<file path="config.mk">
export PLATFORM = sky130hd
export DESIGN_NAME = debounce_scheduler
export DESIGN_NICKNAME = d
export VERILOG_FILES = /design/src/rtl/debounce_scheduler.sv
export SDC_FILE = /design/constraint.sdc
export NUM_CORES = 1
export LEC_CHECK = 0
export CAP_MARGIN = 15
export CORE_MARGIN = 2
export CORE_UTILIZATION = 30
export CTS_CLUSTER_DIAMETER = 80
export DETAILED_ROUTE_END_ITERATION = 8
export PLACE_DENSITY_LB_ADDON = 0.25
export SLEW_MARGIN = 20
export SYNTH_ARGS = -nofsm -noshare
export SYNTH_HDL_FRONTEND = slang
export SYNTH_SLANG_ARGS = --single-unit
</file>
<file path="constraint.sdc">
create_clock -name clk -period 2.4 [get_ports clk]
set_clock_uncertainty 0.2 [all_clocks]
set_input_delay 0.6 -clock clk [delete_from_list [all_inputs] [get_ports clk]]
set_output_delay 0.6 -clock clk [all_outputs]
set_load 0.05 [all_outputs]
</file>
<file path="src/rtl/debounce_scheduler.sv">
// Debounce scheduler: shares one external settle timer among N_BTN buttons,
// granting it round-robin and publishing debounced levels and edge pulses.
module debounce_scheduler #(
  parameter int N_BTN       = 4,
  parameter int SYNC_STAGES = 2,
  localparam int IW = (N_BTN > 1) ? $clog2(N_BTN) : 1
) (
  input  logic             clk,
  input  logic             rst,
  input  logic [N_BTN-1:0] btn_raw,
  input  logic             timer_done,
  output logic             timer_start,
  output logic [N_BTN-1:0] btn_stable,
  output logic [N_BTN-1:0] btn_press,
  output logic [N_BTN-1:0] btn_release,
  output logic             busy,
  output logic [IW-1:0]    grant_idx
);

  typedef enum logic [1:0] {
    IDLE,
    START,
    WAIT,
    CHECK
  } state_t;

  state_t           state;
  logic [N_BTN-1:0] sync_q [SYNC_STAGES];
  logic [N_BTN-1:0] btn_sync;
  logic [N_BTN-1:0] pending;
  logic [IW-1:0]    rr_ptr;
  logic [IW-1:0]    pick;
  logic             pick_vld;

  always_ff @(posedge clk or posedge rst) begin
    if (rst) begin
      for (int s = 0; s < SYNC_STAGES; s++) sync_q[s] <= '0;
    end else begin
      sync_q[0] <= btn_raw;
      for (int s = 1; s < SYNC_STAGES; s++) sync_q[s] <= sync_q[s-1];
    end
  end

  assign btn_sync = sync_q[SYNC_STAGES-1];
  assign pending  = btn_sync ^ btn_stable;
  assign busy     = (state != IDLE);

  // Scan from the far end so the closest pending index to rr_ptr wins.
  always_comb begin
    int idx;
    pick     = rr_ptr;
    pick_vld = 1'b0;
    for (int k = N_BTN - 1; k >= 0; k--) begin
      idx = int'(rr_ptr) + k;
      if (idx >= N_BTN) idx = idx - N_BTN;
      if (pending[IW'(idx)]) begin
        pick     = IW'(idx);
        pick_vld = 1'b1;
      end
    end
  end

  always_ff @(posedge clk or posedge rst) begin
    if (rst) begin
      state       <= IDLE;
      grant_idx   <= '0;
      rr_ptr      <= '0;
      timer_start <= 1'b0;
      btn_stable  <= '0;
      btn_press   <= '0;
      btn_release <= '0;
    end else begin
      timer_start <= 1'b0;
      btn_press   <= '0;
      btn_release <= '0;
      unique case (state)
        IDLE: begin
          if (pick_vld) begin
            grant_idx   <= pick;
            timer_start <= 1'b1;
            state       <= START;
          end
        end
        START: state <= WAIT;
        WAIT: begin
          if (timer_done) state <= CHECK;
        end
        CHECK: begin
          if (pending[grant_idx]) begin
            btn_stable[grant_idx] <= btn_sync[grant_idx];
            if (btn_sync[grant_idx]) btn_press[grant_idx] <= 1'b1;
            else btn_release[grant_idx] <= 1'b1;
          end
          rr_ptr <= (grant_idx == IW'(N_BTN - 1)) ? '0
                                                  : grant_idx + IW'(1);
          state  <= IDLE;
        end
        default: state <= IDLE;
      endcase
    end
  end

endmodule

</file>
Yosys cells after proc, flatten, opt, wreduce, memory -nomap -nowiden

Index checks and enable logic that the tools add are counted.

Memory bits (read-only): 0
Memories kept: 0
Bits in registers: 27
Output and inout bits: 16
Bits in latches: 0
RAM bits: 0

Magnitude comparators: 10
Shifts and indexed selects: 0
Reductions and logical operators: 6
Multiplexer cells: 43
Bitwise logic cells: 1
Divide/modulo/power cells: 0
Add/sub/neg operators: 8
Multiply operators: 0
Equal/unequal tests: 6

Operators with widths:

| kind                  | number |
|---|---|
| $mux W4               | 6 |
| $mux W2               | 11 |
| $mux W1               | 17 |
| $lt A2 B4 Y1 const B  | 4 |
| $bmux W1 S2           | 6 |
| $ge A3 B3 Y1 const B  | 3 |
| $pmux W2 S4           | 1 |
| $sub A2 B1 Y2 const B | 4 |
| $add A2 B2 Y3 const B | 2 |
| $eq A2 B2 Y1 const B  | 3 |
| $reduce_and A2 Y1     | 3 |
| $bwmux W4             | 1 |
| $ne A2 B2 Y1 const B  | 2 |
| $xor A4 B4 Y4         | 1 |
| $add A2 B1 Y3 const B | 1 |
| $ge A2 B3 Y1 const B  | 1 |
| $lt A2 B3 Y1 const B  | 1 |
| $add A2 B1 Y2 const B | 1 |
| $demux W1 S2          | 1 |
| $eq A2 B1 Y1 const B  | 1 |
| $ge A2 B1 Y1 const B  | 1 |
| $logic_not A2 Y1      | 1 |
| $reduce_bool A2 Y1    | 1 |
| $logic_and A1 B1 Y1   | 1 |

Longest topological paths before layout

Gate-level depths: netlist of the first run.

Word-level depth: 12
Mapped depth: 6
Depth with buffers taken out: 6

Least setup slack after synthesis of the first run

No wires, ideal clock.

Path kind: flip-flop to flip-flop
Start: register btn_stable[0]
End: register btn_stable[3]
Path slack: 0.206 ns
Stages on the path, launching flop included: 6
Data arrival time: 1.917 ns
Path through: dfrtp_1 xnor2_1 mux4_2 or2_0 buf_6 o21ai_1

Cells in the longest elaborated chain, start to end: 4

RTL lines:

| element                           | line | source |
|---|---|---|
| from (decl)                       | 13   | `output logic [N_BTN-1:0] btn_stable,` |
| from (signal, indexed assignment) | 90   | `btn_stable[grant_idx] <= btn_sync[grant_idx];` |
| $xor A4 B4 Y4                     | 45   | `assign pending = btn_sync ^ btn_stable;` |
| $bmux W1 S2                       | 89   | `if (pending[grant_idx]) begin` |
| $mux W1 (implied by the code)     | 89   |  |
| $reduce_and A2 Y1 (no line)       | n/a  |  |

No other way between the ends. The select of a mux whose other input is x is not followed.
A chain may end at the register's enable or synchronous reset.

Worst setup path in the final report of the first run

Start: register btn_stable[2]
End: output port btn_stable[2]

No word-level cell between the ends.

==> impl_results.rst, run 1 <==
.. list-table::
   :header-rows: 1

   * - Metric
     - Value
   * - Vias in the first global route
     - 746
   * - Power density over the cells
     - 1320 nW/µm²
   * - Type of element launching the critical path
     - register
   * - Root buffer cell
     - sky130_fd_sc_hd__clkbuf_8
   * - DRT Wirelength
     - 2010 µm
   * - Total of fill cells in the finished design
     - 341
   * - Basic-gate share of the synthesized area counting and, or, nand and nor cells
     - 6.63%
   * - Internal
     - 0.00110 W
   * - RePlAce Congestion
     - 0.821
   * - Met2 wire length
     - 992 µm
   * - Static leakage power
     - 0.675 nW
   * - Remaining max-slew budget at the tightest pin
     - 66.9%
   * - Critical path's top delay family
     - buffers and inverters
   * - Run status
     - finished, final reports clean
   * - Hold_sp
     - sync_q[7]
   * - Endpoint required time on the critical path
     - 1.60 ns
   * - Pin slew with the least headroom to its limit
     - 0.494 ns
   * - Power Total
     - 0.00199 W
   * - Logic pwr share
     - 52.4%
   * - Clock buffers created by TritonCTS
     - 3
   * - Number of warnings reported in the yosys synthesis log
     - 0
   * - Critical Path Slowest Stage Cell
     - sky130_fd_sc_hd__clkdlybuf4s50_1
   * - Width of the die
     - 66.4 µm
   * - Hold buffers post-CTS
     - 0
   * - Effective utilization at floorplan
     - 31.5%
   * - Number of detailed-routing iterations run before antenna repair
     - 4
   * - Post-DR wirelength/cell
     - 11.8 µm
   * - Clock transition at path regs
     - 0.10 ns
   * - Full die area
     - 4410 µm²
   * - # resized after CTS
     - 0
   * - Reg2Reg Capture Point
     - btn_stable[3]
   * - Final Max Tran Viols
     - 0
   * - Max-cap violations
     - 0
   * - Number of buffers inserted by post-CTS setup repair
     - 0
   * - I/O Buffers
     - 22
   * - Antenna violations before repair
     - 0
   * - Source-to-sink clock delay at the later pin of the worst-skew pair
     - 0.28 ns
   * - CTS H-tree depth
     - 1
   * - Area share of the largest cell type after synthesis
     - 57.8%
   * - Highest routed metal layer
     - met4
   * - Post-route core utilization
     - 40.7%
   * - Final ANT Viol Nets
     - 0
   * - Cell accounting for the most synthesized area
     - sky130_fd_sc_hd__dfrtp_1
   * - Number of sinks driven by the clock tree
     - 27
   * - Buffering stage count on the worst path with inverters included
     - 1
   * - Post-Syn Nets
     - 109
   * - Height of the die
     - 66.4 µm
   * - Average via count per standard cell
     - 4.62
   * - Part of the cycle the worst path needs
     - 96.5%
   * - Share of the synthesized netlist area taken by xor and xnor gates
     - 4.49%
   * - Combinational family with the most area after synthesis
     - compound AO/OA/AOI/OAI gates
   * - Sum of met3 wire segment lengths after detailed routing
     - 107 µm
   * - Share of the synthesized area in compound gates (AO/OA/AOI/OAI)
     - 11.1%
   * - Placeable Area
     - 3720 µm²
   * - Part of the total power dissipated in sequential elements
     - 34.1%
   * - TritonCTS clock tree
     - yes
   * - Worst vdd ir
     - 0.365 mV
   * - Min cycle time layout
     - 2.32 ns
   * - Type of the tightest min-delay check
     - register to register
   * - Area overhead of the layout relative to synthesis
     - 29.2%
   * - Multiplexer share of the synthesized area
     - 7.91%
   * - Series of cell instances along the critical path
     - clkdlybuf4s50_1
   * - Number of library cell types mapped by synthesis
     - 25
   * - Final hold vios
     - 0
   * - Adder-cell share of the synthesized area
     - 8.56%
   * - Unrepaired setup endpoints after global routing
     - false
   * - Overflow after GRT
     - 0
   * - # DRC
     - 0
   * - Cell types with the largest area share after synthesis
     - sky130_fd_sc_hd__dfrtp_1 58%, sky130_fd_sc_hd__ha_1 8.6%, sky130_fd_sc_hd__o21ai_0 3.0%
   * - Boundary Pins
     - 23
   * - First-iteration detailed-routing DRC count
     - 32
   * - Flop and latch count out of synthesis
     - 27
   * - Number of cells on the worst reg-to-reg path
     - 4
   * - Final setup fails
     - 0
   * - Hold worst-path end
     - btn_sync[3]
   * - Mean area per synthesized cell
     - 12.4 µm²
   * - Switching power
     - 0.000893 W
   * - ANT cells
     - 0
   * - Reg-to-Reg Start
     - btn_stable[0]
   * - Number of buffers on the longest clock path
     - 2
   * - Crit-path max cell delay
     - 0.82 ns
   * - Worst setup slack after placement
     - 0.310 ns
   * - Synthesized instance count
     - 94
   * - Fraction of final layout cells with drive strength greater than 1
     - 13.9%
   * - Mapped Area
     - 1170 µm²
   * - Proportion of synthesized chip area in sequential cells
     - 57.8%
   * - CP Data Arrival Time
     - 1.52 ns
   * - Reg2Reg Setup Slack
     - 0.29 ns
   * - Via count
     - 785
   * - Worst-path fanout max
     - 3
   * - Power share of the clock group
     - 13.5%
   * - Worst setup path class
     - register to output pin
   * - Maximum operating frequency
     - 432 MHz
   * - Setup slack after layout
     - 0.0848 ns
   * - Worst hold stages
     - 0
   * - Detailed-routing wirelength on met1
     - 886 µm
   * - Pin count of the biggest net entering global routing
     - 28
   * - Aggregate global-route resource usage
     - 10.6%
   * - Switching fraction of total power
     - 44.9%
   * - First-pass GRT wire length
     - 3520 µm
   * - Setup_tns
     - 0 ns
   * - HPWL after detailed placement
     - 1550 µm
   * - Row cnt
     - 22
   * - Category of the worst setup path capture point
     - output pin
   * - Final nets
     - 138
per-stage QoR:
| step | instances | cell area (µm²) | hold WS, ns |
|---|---|---|---|
| 4_1_cts | 170 | 1510 | 0.160 |
| 3_3_place_gp | 166 | 1460 | 0.132 |
| 6_report | 170 | 1510 | 0.157 |
| 3_5_place_dp | 166 | 1460 | 0.138 |
| 2_1_floorplan | 94 | 1170 | 0.131 |
| 5_1_grt | 170 | 1510 | 0.175 |
synth_stat cells:
cell type / count
sky130_fd_sc_hd__a211oi_1: 1
sky130_fd_sc_hd__a21oi_1: 1
sky130_fd_sc_hd__a22o_1: 2
sky130_fd_sc_hd__a2bb2oi_1: 1
sky130_fd_sc_hd__a31oi_1: 1
sky130_fd_sc_hd__a41oi_1: 1
sky130_fd_sc_hd__and4_2: 1
sky130_fd_sc_hd__buf_6: 1
sky130_fd_sc_hd__dfrtp_1: 27
sky130_fd_sc_hd__ha_1: 8
sky130_fd_sc_hd__inv_1: 8
sky130_fd_sc_hd__mux2_2: 3
sky130_fd_sc_hd__mux2i_1: 1
sky130_fd_sc_hd__mux4_1: 1
sky130_fd_sc_hd__mux4_2: 1
sky130_fd_sc_hd__nand2_1: 5
sky130_fd_sc_hd__nor2_1: 6
sky130_fd_sc_hd__nor3_1: 4
sky130_fd_sc_hd__o21ai_0: 7
sky130_fd_sc_hd__o21ai_1: 4
sky130_fd_sc_hd__o221ai_1: 1
sky130_fd_sc_hd__o22ai_1: 2
sky130_fd_sc_hd__or2_0: 1
sky130_fd_sc_hd__xnor2_1: 4
sky130_fd_sc_hd__xor2_1: 2
power groups by stage:
stage               registers, W  logic (W)  clock network, W
finish                  0.000679    0.00104          0.000268
global route            0.000699    0.00114          0.000305
CTS                     0.000680    0.00105          0.000277
detailed placement      0.000688    0.00105                 0
global placement        0.000681    0.00103                 0
floorplan               0.000888   0.000546                 0
how the worst max path moves through the flow:
stage / from / endpoint / slack (ns) / cells after the start
3_3_place_gp: btn_stable[2] / btn_stable[2] / 0.40 / 1
4_1_cts: btn_stable[2] / btn_stable[2] / 0.08 / 1
3_5_place_dp: btn_stable[0] / btn_stable[3] / 0.31 / 4
2_1_floorplan: btn_stable[0] / btn_stable[3] / 0.21 / 5
5_1_grt: btn_stable[2] / btn_stable[2] / 0.03 / 1
6_report: btn_stable[2] / btn_stable[2] / 0.08 / 1
cell families (layout without fill, tap and decap cells):
logic type / after synthesis / count (layout)
flops: 27 / 27
compound gates: 21 / 21
simple gates: 17 / 17
buf+inv: 9 / 37
fa+ha+maj: 8 / 8
xor+xnor: 6 / 6
mux: 6 / 6
layout by cell type, fill, tap and decap left out, types with 2 or more instances in the layout:
master and n:
sky130_fd_sc_hd__o22ai_1 2, sky130_fd_sc_hd__nand2_1 5, sky130_fd_sc_hd__nor2_1 6, sky130_fd_sc_hd__mux2_2 3, sky130_fd_sc_hd__xor2_1 2, sky130_fd_sc_hd__inv_1 8, sky130_fd_sc_hd__o21ai_0 7, sky130_fd_sc_hd__o21ai_1 4
sky130_fd_sc_hd__nor3_1 4, sky130_fd_sc_hd__dfrtp_1 27, sky130_fd_sc_hd__clkdlybuf4s50_1 17, sky130_fd_sc_hd__a22o_1 2, sky130_fd_sc_hd__ha_1 8, sky130_fd_sc_hd__xnor2_1 4, sky130_fd_sc_hd__clkbuf_8 3, sky130_fd_sc_hd__buf_4 7
routing by layer:
layer  track usage (%)  vias up
met5                 0        -
met4              4.59        0
met3              2.21        4
met2              17.3       20
met1              13.5      375
li1                  -      386
layout make-up:
cell class	count	area [µm²]	area share (%)
Clock buffer	3	41.3	2.73
Sequential cell	27	676	44.7
Clock inverter	1	8.76	0.579
Tap cell	48	60.1	3.97
Timing Repair Buffer	25	243	16.1
Inverter	8	30.0	1.99
Multi-Input combinational cell	58	453	30.0
flip-flops by register name (all words and copies together) (netlist names):
name	flops
btn_release	4
btn_sync	4
btn_stable	4
grant_idx	2
rr_ptr	2
sync_q	4
timer_start	1
btn_press	4
state	2
Note: power is estimated with default switching activity, not from simulation.
==> inputs of run 2 (changes only) <==
==> constraint.sdc (replaced) <==
create_clock -name clk -period 2.65 [get_ports clk]
set_clock_uncertainty 0.2 [all_clocks]
set_input_delay 0.6625 -clock clk [delete_from_list [all_inputs] [get_ports clk]]
set_output_delay 0.6625 -clock clk [all_outputs]
set_load 0.05 [all_outputs]
==> run 2 against run 1 <==
  * Setup slack improved by 0.15 ns
  * First-iteration DRC count is 6.3% lower
  * Hold slack got worse by 0.0020 ns
  * Global-route usage grew 0.68 points
  * Sequential cell count did not move
  * Core utilization shrank 0.10 points
  * Register-to-register slack improved by 0.20 ns
  * Final area fell by 0.25%
  * Combinational power decreased by 9%
  * Critical endpoint is now grant_idx[1]
  * Largest power group unchanged
==> impl_results.rst, run 2 (same netlist as run 1, synthesis figures left out) <==
.. list-table::
   :header-rows: 1

   * - Metric
     - Value
   * - Run status
     - finished, final reports clean
   * - Reg2Reg Setup Slack
     - 0.49 ns (+0.20 ns)
   * - Height of the die
     - 66.4 µm (unchanged)
   * - Critical Path Slowest Stage Cell
     - sky130_fd_sc_hd__clkdlybuf4s50_1
   * - RePlAce Congestion
     - 0.745 (-9.2%)
   * - Worst-path fanout max
     - 6 (+3)
   * - Pin slew with the least headroom to its limit
     - 0.499 ns (+0.00484 ns)
   * - Critical path's top delay family
     - buffers and inverters
   * - Post-route core utilization
     - 40.6% (-0.10 points)
   * - Total of fill cells in the finished design
     - 363 (+6.5%)
   * - Aggregate global-route resource usage
     - 11.3% (+0.68 points)
   * - Part of the cycle the worst path needs
     - 91.3%
   * - FF/Latch Area
     - 676 µm² (unchanged)
   * - Commonest non-fill, non-tap cell in the layout
     - sky130_fd_sc_hd__dfrtp_1
   * - Part of the total power dissipated in sequential elements
     - 34.1% (about the same)
   * - Power density over the cells
     - 1190 nW/µm² (-9.6%)
   * - Number of detailed-routing iterations run before antenna repair
     - 3 (-1)
   * - First-iteration detailed-routing DRC count
     - 30 (-6.3%)
   * - Series of cell instances along the critical path
     - clkdlybuf4s50_1
   * - Setup slack after layout
     - 0.230 ns (+0.145 ns)
   * - CP Data Arrival Time
     - 1.56 ns (+0.04 ns)
   * - Width of the die
     - 66.4 µm (unchanged)
   * - Source-to-sink clock delay at the later pin of the worst-skew pair
     - 0.28 ns (about the same)
   * - Vias in the first global route
     - 773 (+3.6%)
   * - Placeable Area
     - 3720 µm² (unchanged)
   * - Clock buffers created by TritonCTS
     - 3 (unchanged)
   * - Min cycle time layout
     - 2.42 ns
   * - Power share of the clock group
     - 13.2% (-0.3 points)
   * - Via count
     - 793 (+1.0%)
   * - Antenna violations before repair
     - 0 (unchanged)
   * - DRT Wirelength
     - 2130 µm (+5.7%)
   * - Fraction of final layout cells with drive strength greater than 1
     - 10.7% (-3.3 points)
   * - Reg-to-Reg Start
     - btn_stable[0]
   * - Area overhead of the layout relative to synthesis
     - 28.9%
   * - Number of buffers on the longest clock path
     - 2 (unchanged)
   * - # DRC
     - 0 (unchanged)
   * - Hold slack final
     - 0.155 ns (-0.00199 ns)
   * - Full die area
     - 4410 µm² (unchanged)
   * - Overflow after GRT
     - 0 (unchanged)
   * - HPWL after detailed placement
     - 1620 µm (+4.6%)
   * - Boundary Pins
     - 23 (unchanged)
   * - Worst hold stages
     - 0 (unchanged)
   * - Met1 global-route usage
     - 14.7% (+1.3 points)
   * - Number of buffers inserted by post-CTS setup repair
     - 0 (unchanged)
   * - Number of logic stages on the critical path including buffering
     - 1 (unchanged)
   * - Post-DR wirelength/cell
     - 12.5 µm (+5.7%)
   * - Type of element launching the critical path
     - register
   * - Endpoint required time on the critical path
     - 1.79 ns (+0.19 ns)
   * - Met3 Use GR
     - 2.56% (+0.34 points)
   * - Hold_sp
     - sync_q[4]
   * - Number of sinks driven by the clock tree
     - 27 (unchanged)
   * - Type of the tightest min-delay check
     - register to register
   * - Worst vdd ir
     - 0.297 mV (-19%)
   * - Root buffer cell
     - sky130_fd_sc_hd__clkbuf_8
   * - I/O Buffers
     - 22 (unchanged)
   * - GR Layer Usage met2
     - 17.9% (+0.63 points)
   * - Crit-path max cell delay
     - 0.84 ns (+0.02 ns)
   * - Setup_tns
     - 0 ns (unchanged)
   * - Number of cells on the worst reg-to-reg path
     - 5 (+1)
   * - Max-cap violations
     - 0 (unchanged)
   * - Clock transition at path regs
     - 0.09 ns (about the same)
   * - Remaining max-slew budget at the tightest pin
     - 66.6% (-0.32 points)
   * - Unrepaired setup endpoints after global routing
     - false
   * - Hold buffers post-CTS
     - 0 (unchanged)
   * - Top library cells by usage in the layout, fill and taps aside
     - 27 x sky130_fd_sc_hd__dfrtp_1, 21 x sky130_fd_sc_hd__clkdlybuf4s50_1, 8 x sky130_fd_sc_hd__inv_1, 8 x sky130_fd_sc_hd__ha_1, 7 x sky130_fd_sc_hd__o21ai_0
   * - Final setup fails
     - 0 (unchanged)
   * - Final hold vios
     - 0 (unchanged)
   * - Row cnt
     - 22 (unchanged)
   * - Switching power
     - 0.000809 W (-9.4%)
   * - Worst setup slack after placement
     - 0.509 ns (+0.199 ns)
   * - Pin count of the biggest net entering global routing
     - 28 (unchanged)
   * - Effective utilization at floorplan
     - 31.5% (unchanged)
   * - Placed cell count
     - 166 (unchanged)
   * - Internal
     - 0.000984 W (-10%)
   * - Final Instance Count excl. Fillers
     - 170 (unchanged)
   * - Worst Setup SP
     - grant_idx[1]
   * - Final Max Tran Viols
     - 0 (unchanged)
   * - Most Crowded Layer GR
     - met2
   * - Switching fraction of total power
     - 45.1% (+0.22 points)
   * - # resized after CTS
     - 0 (unchanged)
   * - ANT cells
     - 0 (unchanged)
   * - Average via count per standard cell
     - 4.66 (+1.0%)
   * - Final nets
     - 138 (unchanged)
   * - TritonCTS clock tree
     - yes
   * - Logic pwr share
     - 52.7% (+0.3 points)
   * - Final ANT Viol Nets
     - 0 (unchanged)
   * - Worst setup path class
     - register to output pin
   * - Buffering stage count on the worst path with inverters included
     - 1 (unchanged)
   * - Maximum operating frequency
     - 413 MHz
   * - First-pass GRT wire length
     - 3660 µm (+3.9%)
   * - Multi-input gate area in the final layout
     - 453 µm² (unchanged)
   * - CTS H-tree depth
     - 1 (unchanged)
   * - Static leakage power
     - 0.661 nW (-2.2%)
   * - Category of the worst setup path capture point
     - output pin
## run 2: cell count changes in the layout (fill, tap and decap cells not counted), sizes merged
cell / change
clkinvlp: +1
buf: -4
inv: -1
clkdlybuf4s50: +4
## run 2: power groups by stage
| stage | clock network [W] | registers (W) | logic, W |
|---|---|---|---|
| 3_3_place_gp | 0 | 0.000615 | 0.000931 |
| 4_1_cts | 0.000244 | 0.000614 | 0.000954 |
| 6_report | 0.000237 | 0.000611 | 0.000945 |
| 2_1_floorplan | 0 | 0.000804 | 0.000494 |
| 3_5_place_dp | 0 | 0.000622 | 0.000951 |
| 5_1_grt | 0.000270 | 0.000629 | 0.00103 |
## run 2: routing by layer
layer / vias up / wire (µm)
met1: 387 / 997
met3: 5 / 76
met5: - / 0
li1: 386 / -
met4: 0 / 33
met2: 15 / 1020
## run 2: layout make-up
cell class	instances	share of cell area, %
multi-input combinational	58	30.0
clock inverter	1	0.498
tap	48	3.98
inverter	8	1.99
sequential	27	44.8
clock buffer	3	2.74
timing repair buffer	25	15.9
## run 2: path summary, 6_finish.rpt
kind | end
worst max register to register | btn_stable[0]
max in group asynchronous | rr_ptr[0]
worst min-delay path | btn_sync[0]
worst max-delay path | grant_idx[1]
min in group asynchronous | btn_press[0]
worst min register to register | btn_sync[0]
## run 2: metrics by stage
stage | instance area (µm²) | power [W]
final | 1510 | 0.00179
after global routing | 1510 | 0.00193
after CTS | 1510 | 0.00181
after detailed placement | 1460 | 0.00157
after global placement | 1460 | 0.00155
after floorplan | 1170 | 0.00130
==> edit 1, RTL diff (settings of run 1) <==
Encoding of `state_t`: now one-hot (4 bits for 4 states).
--- a/src/rtl/debounce_scheduler.sv
+++ b/src/rtl/debounce_scheduler.sv
@@ -18,9 +18,9 @@
 );
 
-  typedef enum logic [1:0] {
-    IDLE,
-    START,
-    WAIT,
-    CHECK
+  typedef enum logic [3:0] {
+    IDLE  = 4'b0001,
+    START = 4'b0010,
+    WAIT  = 4'b0100,
+    CHECK = 4'b1000
   } state_t;
 
Function: same outputs for any inputs over 10 cycles, from zero or initial values and one cycle with rst high; not proved beyond that.
==> edit 1 against run 1 <==
Global-route usage rose by 1.5 points; worst hold slack got worse by 0.010 ns; power fell by 13%; largest cell class unchanged; non-clock buffer count fell by 1; final area rose by 8.0%; largest power group is now sequential cells; sequential cell count rose by 2; synthesized area rose by 7.8%; critical path depth rose by 2; via count rose by 6.9%; synthesized cell count rose by 6.4%; worst setup slack improved by 0.058 ns; sequential power barely moved; routed wire length rose by 13%; first-iteration DRC count rose by 28%.
==> edit 1: results (changes against run 1) <==
| Item | Reported | Delta |
| --- | --- | --- |
| CTS buffer count | 5 | +2 |
| Worst ir drop on vdd | 382.2 µV | +4.7% |
| Number of global-route vias before repair | 850 | +14% |
| Post-synthesis sequential area ratio | 57.64% | -0.12 points |
| Critical path launch point | state[0] |  |
| Flops & latches, synth | 29 | +7.4% |
| Top cells by instance count after synthesis | 28 x sky130_fd_sc_hd__dfrtp_1, 7 x sky130_fd_sc_hd__nor2_1, 6 x sky130_fd_sc_hd__and2_1, 6 x sky130_fd_sc_hd__nand2_1 |  |
| End of the worst register-to-register path | btn_release[2] |  |
| Synthesized Nets | 111 | +1.8% |
| Result of the run | complete, no violations |  |
| HPWL after detailed placement | 1.715 mm | +11% |
| Last element of the critical path | busy |  |
| Met2 Use GR | 18.99% | +1.7 points |
| Portion of total power attributed to combinational logic | 35.9% | -17 points |
| Number of clock buffers in the layout | 7 | +4 |
| Wire length of the first global-routing pass | 3.870 mm | +10% |
| Fraction of layout cells with a size suffix above 1 | 24.62% | +11 points |
| Sequential cell area in the final layout | 726.9 µm² | +7.6% |
| Final GP Congestion | 0.8191 | -0.17% |
| Pin count of the biggest net entering global routing | 30 | +7.1% |
| Count of nets after finishing | 140 | +1.4% |
| Non-clock buffer contribution to total cell area | 13.33% | -2.7 points |
| Arrival time at the worst endpoint | 1.46 ns | -0.06 ns |
| Cell count after placement | 172 | +3.6% |
| Lkg Pwr | 0.0007541 µW | +12% |
| Ranking of synthesized cells by area | sky130_fd_sc_hd__dfrtp_1 56%, sky130_fd_sc_hd__mux4_2 5.4%, sky130_fd_sc_hd__ha_1 4.0% |  |
| Switching power | 642.9 µW | -28% |
| Relative area of clock buffers and inverters in the final design | 6.207% | +2.9 points |
| Fraction of area in multi-input gates | 31.19% | +1.2 points |
| Via/cell ratio | 4.661 | +0.94% |
| Netlist cell types | 33 | +32% |
| Total routing usage reported by global routing | 12.10% | +1.5 points |
| Non-Clock Buffer Count | 24 | -4.0% |
| Fill cell total of the finished layout | 396 | +16% |
| Sequential power share | 39.0% | +4.9 points |
| Routing usage on met3 | 5.357% | +3.1 points |
| Non-clock inverter instance count of the final layout | 4 | -4 |
| Grt met1 use | 13.17% | -0.28 points |
edit 1: cell types whose count changed in the layout (fill, tap and decap cells not counted), moves of 3 or more:
| cell | before | now |
|---|---|---|
| sky130_fd_sc_hd__and2_1 | 0 | 6 |
| sky130_fd_sc_hd__a21o_2 | 0 | 4 |
| sky130_fd_sc_hd__and3_2 | 0 | 4 |
| sky130_fd_sc_hd__clkbuf_8 | 3 | 7 |
| sky130_fd_sc_hd__ha_1 | 8 | 4 |
| sky130_fd_sc_hd__inv_1 | 8 | 4 |
| sky130_fd_sc_hd__o21ai_0 | 7 | 3 |
| sky130_fd_sc_hd__o21ai_1 | 4 | 0 |
| sky130_fd_sc_hd__nor3_1 | 4 | 1 |
edit 1: worst max-delay path: stages, from the launching register on:
cell and delay [ns]:
sky130_fd_sc_hd__dfstp_2 0.58, sky130_fd_sc_hd__nor4b_1 0.33, sky130_fd_sc_hd__inv_1 0.07, sky130_fd_sc_hd__buf_4 0.20
edit 1: per-stage QoR:
stage                     util (%)  cell area [µm²]  hold slack (ns)  total power (µW)  setup slack (ns)
final                        40.53             1633           0.1464              1738            0.1427
after global routing         40.53             1633           0.1563              1852           0.03050
after CTS                    40.53             1633           0.1500              1759            0.1175
after detailed placement     38.01             1531           0.1364              1314            0.4160
after global placement       38.01             1531           0.1317              1306            0.4150
after floorplan                  -             1261           0.1312              1128            0.2749
edit 1: logic make-up (layout without fill, tap and decap cells):
group	Yosys count	in the layout	synth area share [%]
fa+ha+maj	4	4	3.968
buf+inv	6	36	1.984
xor+xnor	8	8	5.555
compound gates	15	15	8.532
flops	29	29	57.64
mux	5	5	7.043
simple gates	33	33	15.28
edit 1: per-layer routing:
metal  vias up  routed length, µm
met5         -                  0
met4         0                 64
met3         5                126
met2        17               1117
met1       416                973
li1        401                  -
==> edit 2, RTL diff (settings of run 1) <==
Without the edit above. The parameter `SYNC_STAGES` goes from 2 to 4.
--- a/src/rtl/debounce_scheduler.sv
+++ b/src/rtl/debounce_scheduler.sv
@@ -3,5 +3,5 @@
 module debounce_scheduler #(
   parameter int N_BTN       = 4,
-  parameter int SYNC_STAGES = 2,
+  parameter int SYNC_STAGES = 4,
   localparam int IW = (N_BTN > 1) ? $clog2(N_BTN) : 1
 ) (
Behaviour: no difference found for any inputs over 10 cycles, from zero or initial values and one cycle with rst high; that may be too few to reach the edited logic, so the function may still have changed.
==> edit 2 against run 1 <==
Power increased by 22%; synthesized cell count is 9.6% higher; fmax is essentially flat; combinational power is 4% higher; sequential share of layout area grew 4.0 points; synthesized area grew 17%; routed wire length increased by 15%; critical path depth unchanged; sequential cell count up 8; count of clock-buffer cells in the layout is 3 higher; worst setup slack lost 0.0018 ns; final area up 19%; critical path type unchanged; largest power group unchanged; highest routed layer unchanged.
==> edit 2: results (changes against run 1) <==
| Item | Reported | Delta |
| --- | --- | --- |
| Placed Instance Area | 0.001679 mm² | +15% |
| Worst ir drop on vdd | 388.5 µV | +6.5% |
| Worst skew pair latency | 0.28 ns | about the same |
| CTS H-Tree Depth | 2 | +1 |
| Post-CTS Setup Inserts | 0 | unchanged |
| Post-synthesis async set-or-reset flop share | 100.0% | unchanged |
| Register with the most flip-flops | sync_q |  |
| Post-CTS Resized | 0 | unchanged |
| Clock root buffer | sky130_fd_sc_hd__clkbuf_8 |  |
| Violation count after the first detailed-route iteration | 45 | +41% |
| Critical-path top delay cell | sky130_fd_sc_hd__clkdlybuf4s50_1 |  |
| Netlist cell types | 25 | unchanged |
| CP Max Fanout | 4 | +1 |
| Drt first pass iters | 6 | +2 |
| Top cells by instance count after synthesis | 35 x sky130_fd_sc_hd__dfrtp_1, 8 x sky130_fd_sc_hd__ha_1, 7 x sky130_fd_sc_hd__inv_1, 7 x sky130_fd_sc_hd__nor2_1, 7 x sky130_fd_sc_hd__o21ai_0 |  |
| Worst max-slew margin expressed relative to the limit | 66.89% | about the same |
| Arrival time at the worst endpoint | 1.52 ns | about the same |
| CTS buffer count | 5 | +2 |
| Synthesized Nets | 118 | +8.3% |
| Lkg Pwr | 0.0008049 µW | +19% |
| Number of global-route vias before repair | 904 | +21% |
| Drt wl/cell | 12.31 µm | +3.9% |
| Wire length of the first global-routing pass | 4.160 mm | +18% |
| Result of the run | complete, no violations |  |
| Clock-pin transition on the worst setup and hold timing paths | 0.07 ns | -0.03 ns |
| HPWL after detailed placement | 1.711 mm | +10% |
| Fraction of layout cells with a size suffix above 1 | 15.44% | +1.5 points |
| Ranking of synthesized cells by area | sky130_fd_sc_hd__dfrtp_1 64%, sky130_fd_sc_hd__ha_1 7.3%, sky130_fd_sc_hd__o21ai_0 2.6% |  |
| Number of antenna violations at the first check in global routing | 0 | unchanged |
| Total routing usage reported by global routing | 10.80% | +0.22 points |
| Pin count of the biggest net entering global routing | 36 | +29% |
| Post-synthesis sequential area ratio | 63.81% | +6.1 points |
| Reg2reg setup slack | 0.38 ns | +0.09 ns |
| Dominant delay contributor by cell family on the critical path | buffers and inverters |  |
| Number of port buffers | 22 | unchanged |
| Max reg flops | 12 |  |
| Final GP Congestion | 0.7897 | -3.8% |
| Count of nets after finishing | 150 | +8.7% |
| Delay of the slowest cell on the worst path | 0.83 ns |  |
| Via/cell ratio | 4.601 | -0.36% |
| Largest buffer count on any clock path | 2 | unchanged |
==> edit 2: metrics by stage <==
step	std cells	setup slack, ns	utilization [%]	hold slack (ns)	power, µW
finish	188	0.08296	40.98	0.1493	2436
global route	188	0.01746	40.98	0.1578	2617
CTS	188	0.06191	40.98	0.1510	2468
detailed placement	180	0.3801	38.30	0.1347	1921
global placement	180	0.3999	38.30	0.1331	1892
floorplan	103	0.2064	-	0.1312	1584
==> edit 2: layer usage <==
layer,track usage (%),wire length (µm)
met3,5.485,180
met5,0,0
met4,4.403,18
met1,11.97,935
met2,17.59,1181
==> edit 2: worst paths after layout <==
path | start | to | cells past startpoint
worst max-delay path | btn_stable[3] | btn_stable[3] | 1
worst min-delay path | sync_q[4] | btn_sync[0] | 0
worst max register to register | btn_stable[0] | btn_stable[1] | 4
worst min register to register | sync_q[4] | btn_sync[0] | 0
max in group asynchronous | rst | grant_idx[1] | 3
min in group asynchronous | rst | sync_q[13] | 3
==> edit 2: cell families (layout without fill, tap and decap cells) <==
group	Yosys count	after routing	share of synthesized area (%)
xor gates and xnor gates	6	6	3.829
muxes	6	6	6.746
adders and majority gates	8	8	7.293
AOI/OAI and AO/OA	20	20	8.934
DFF	35	35	63.81
buffers and inverters	8	41	2.735
and+or+nand+nor	20	20	6.655
==> edit 2: final cells by class <==
| cell class | count | area [µm²] |
|---|---|---|
| multi-input combinational | 60 | 459.2 |
| clock inverter | 2 | 35.03 |
| fill | 403 | 2587 |
| clock buffer | 6 | 82.58 |
| sequential | 35 | 875.8 |
| tap | 52 | 65.06 |
| timing repair buffer | 26 | 252.7 |
| inverter | 7 | 26.28 |
==> edit 2: where the power goes <==
group | switching (µW) | internal (µW) | leakage (µW) | total [µW]
combinational | 643 | 436 | 0.000312 | 1080
clock | 198 | 336 | 0.0000612 | 534
sequential | 117 | 707 | 0.000432 | 824
total | 958 | 1480 | 0.000805 | 2440
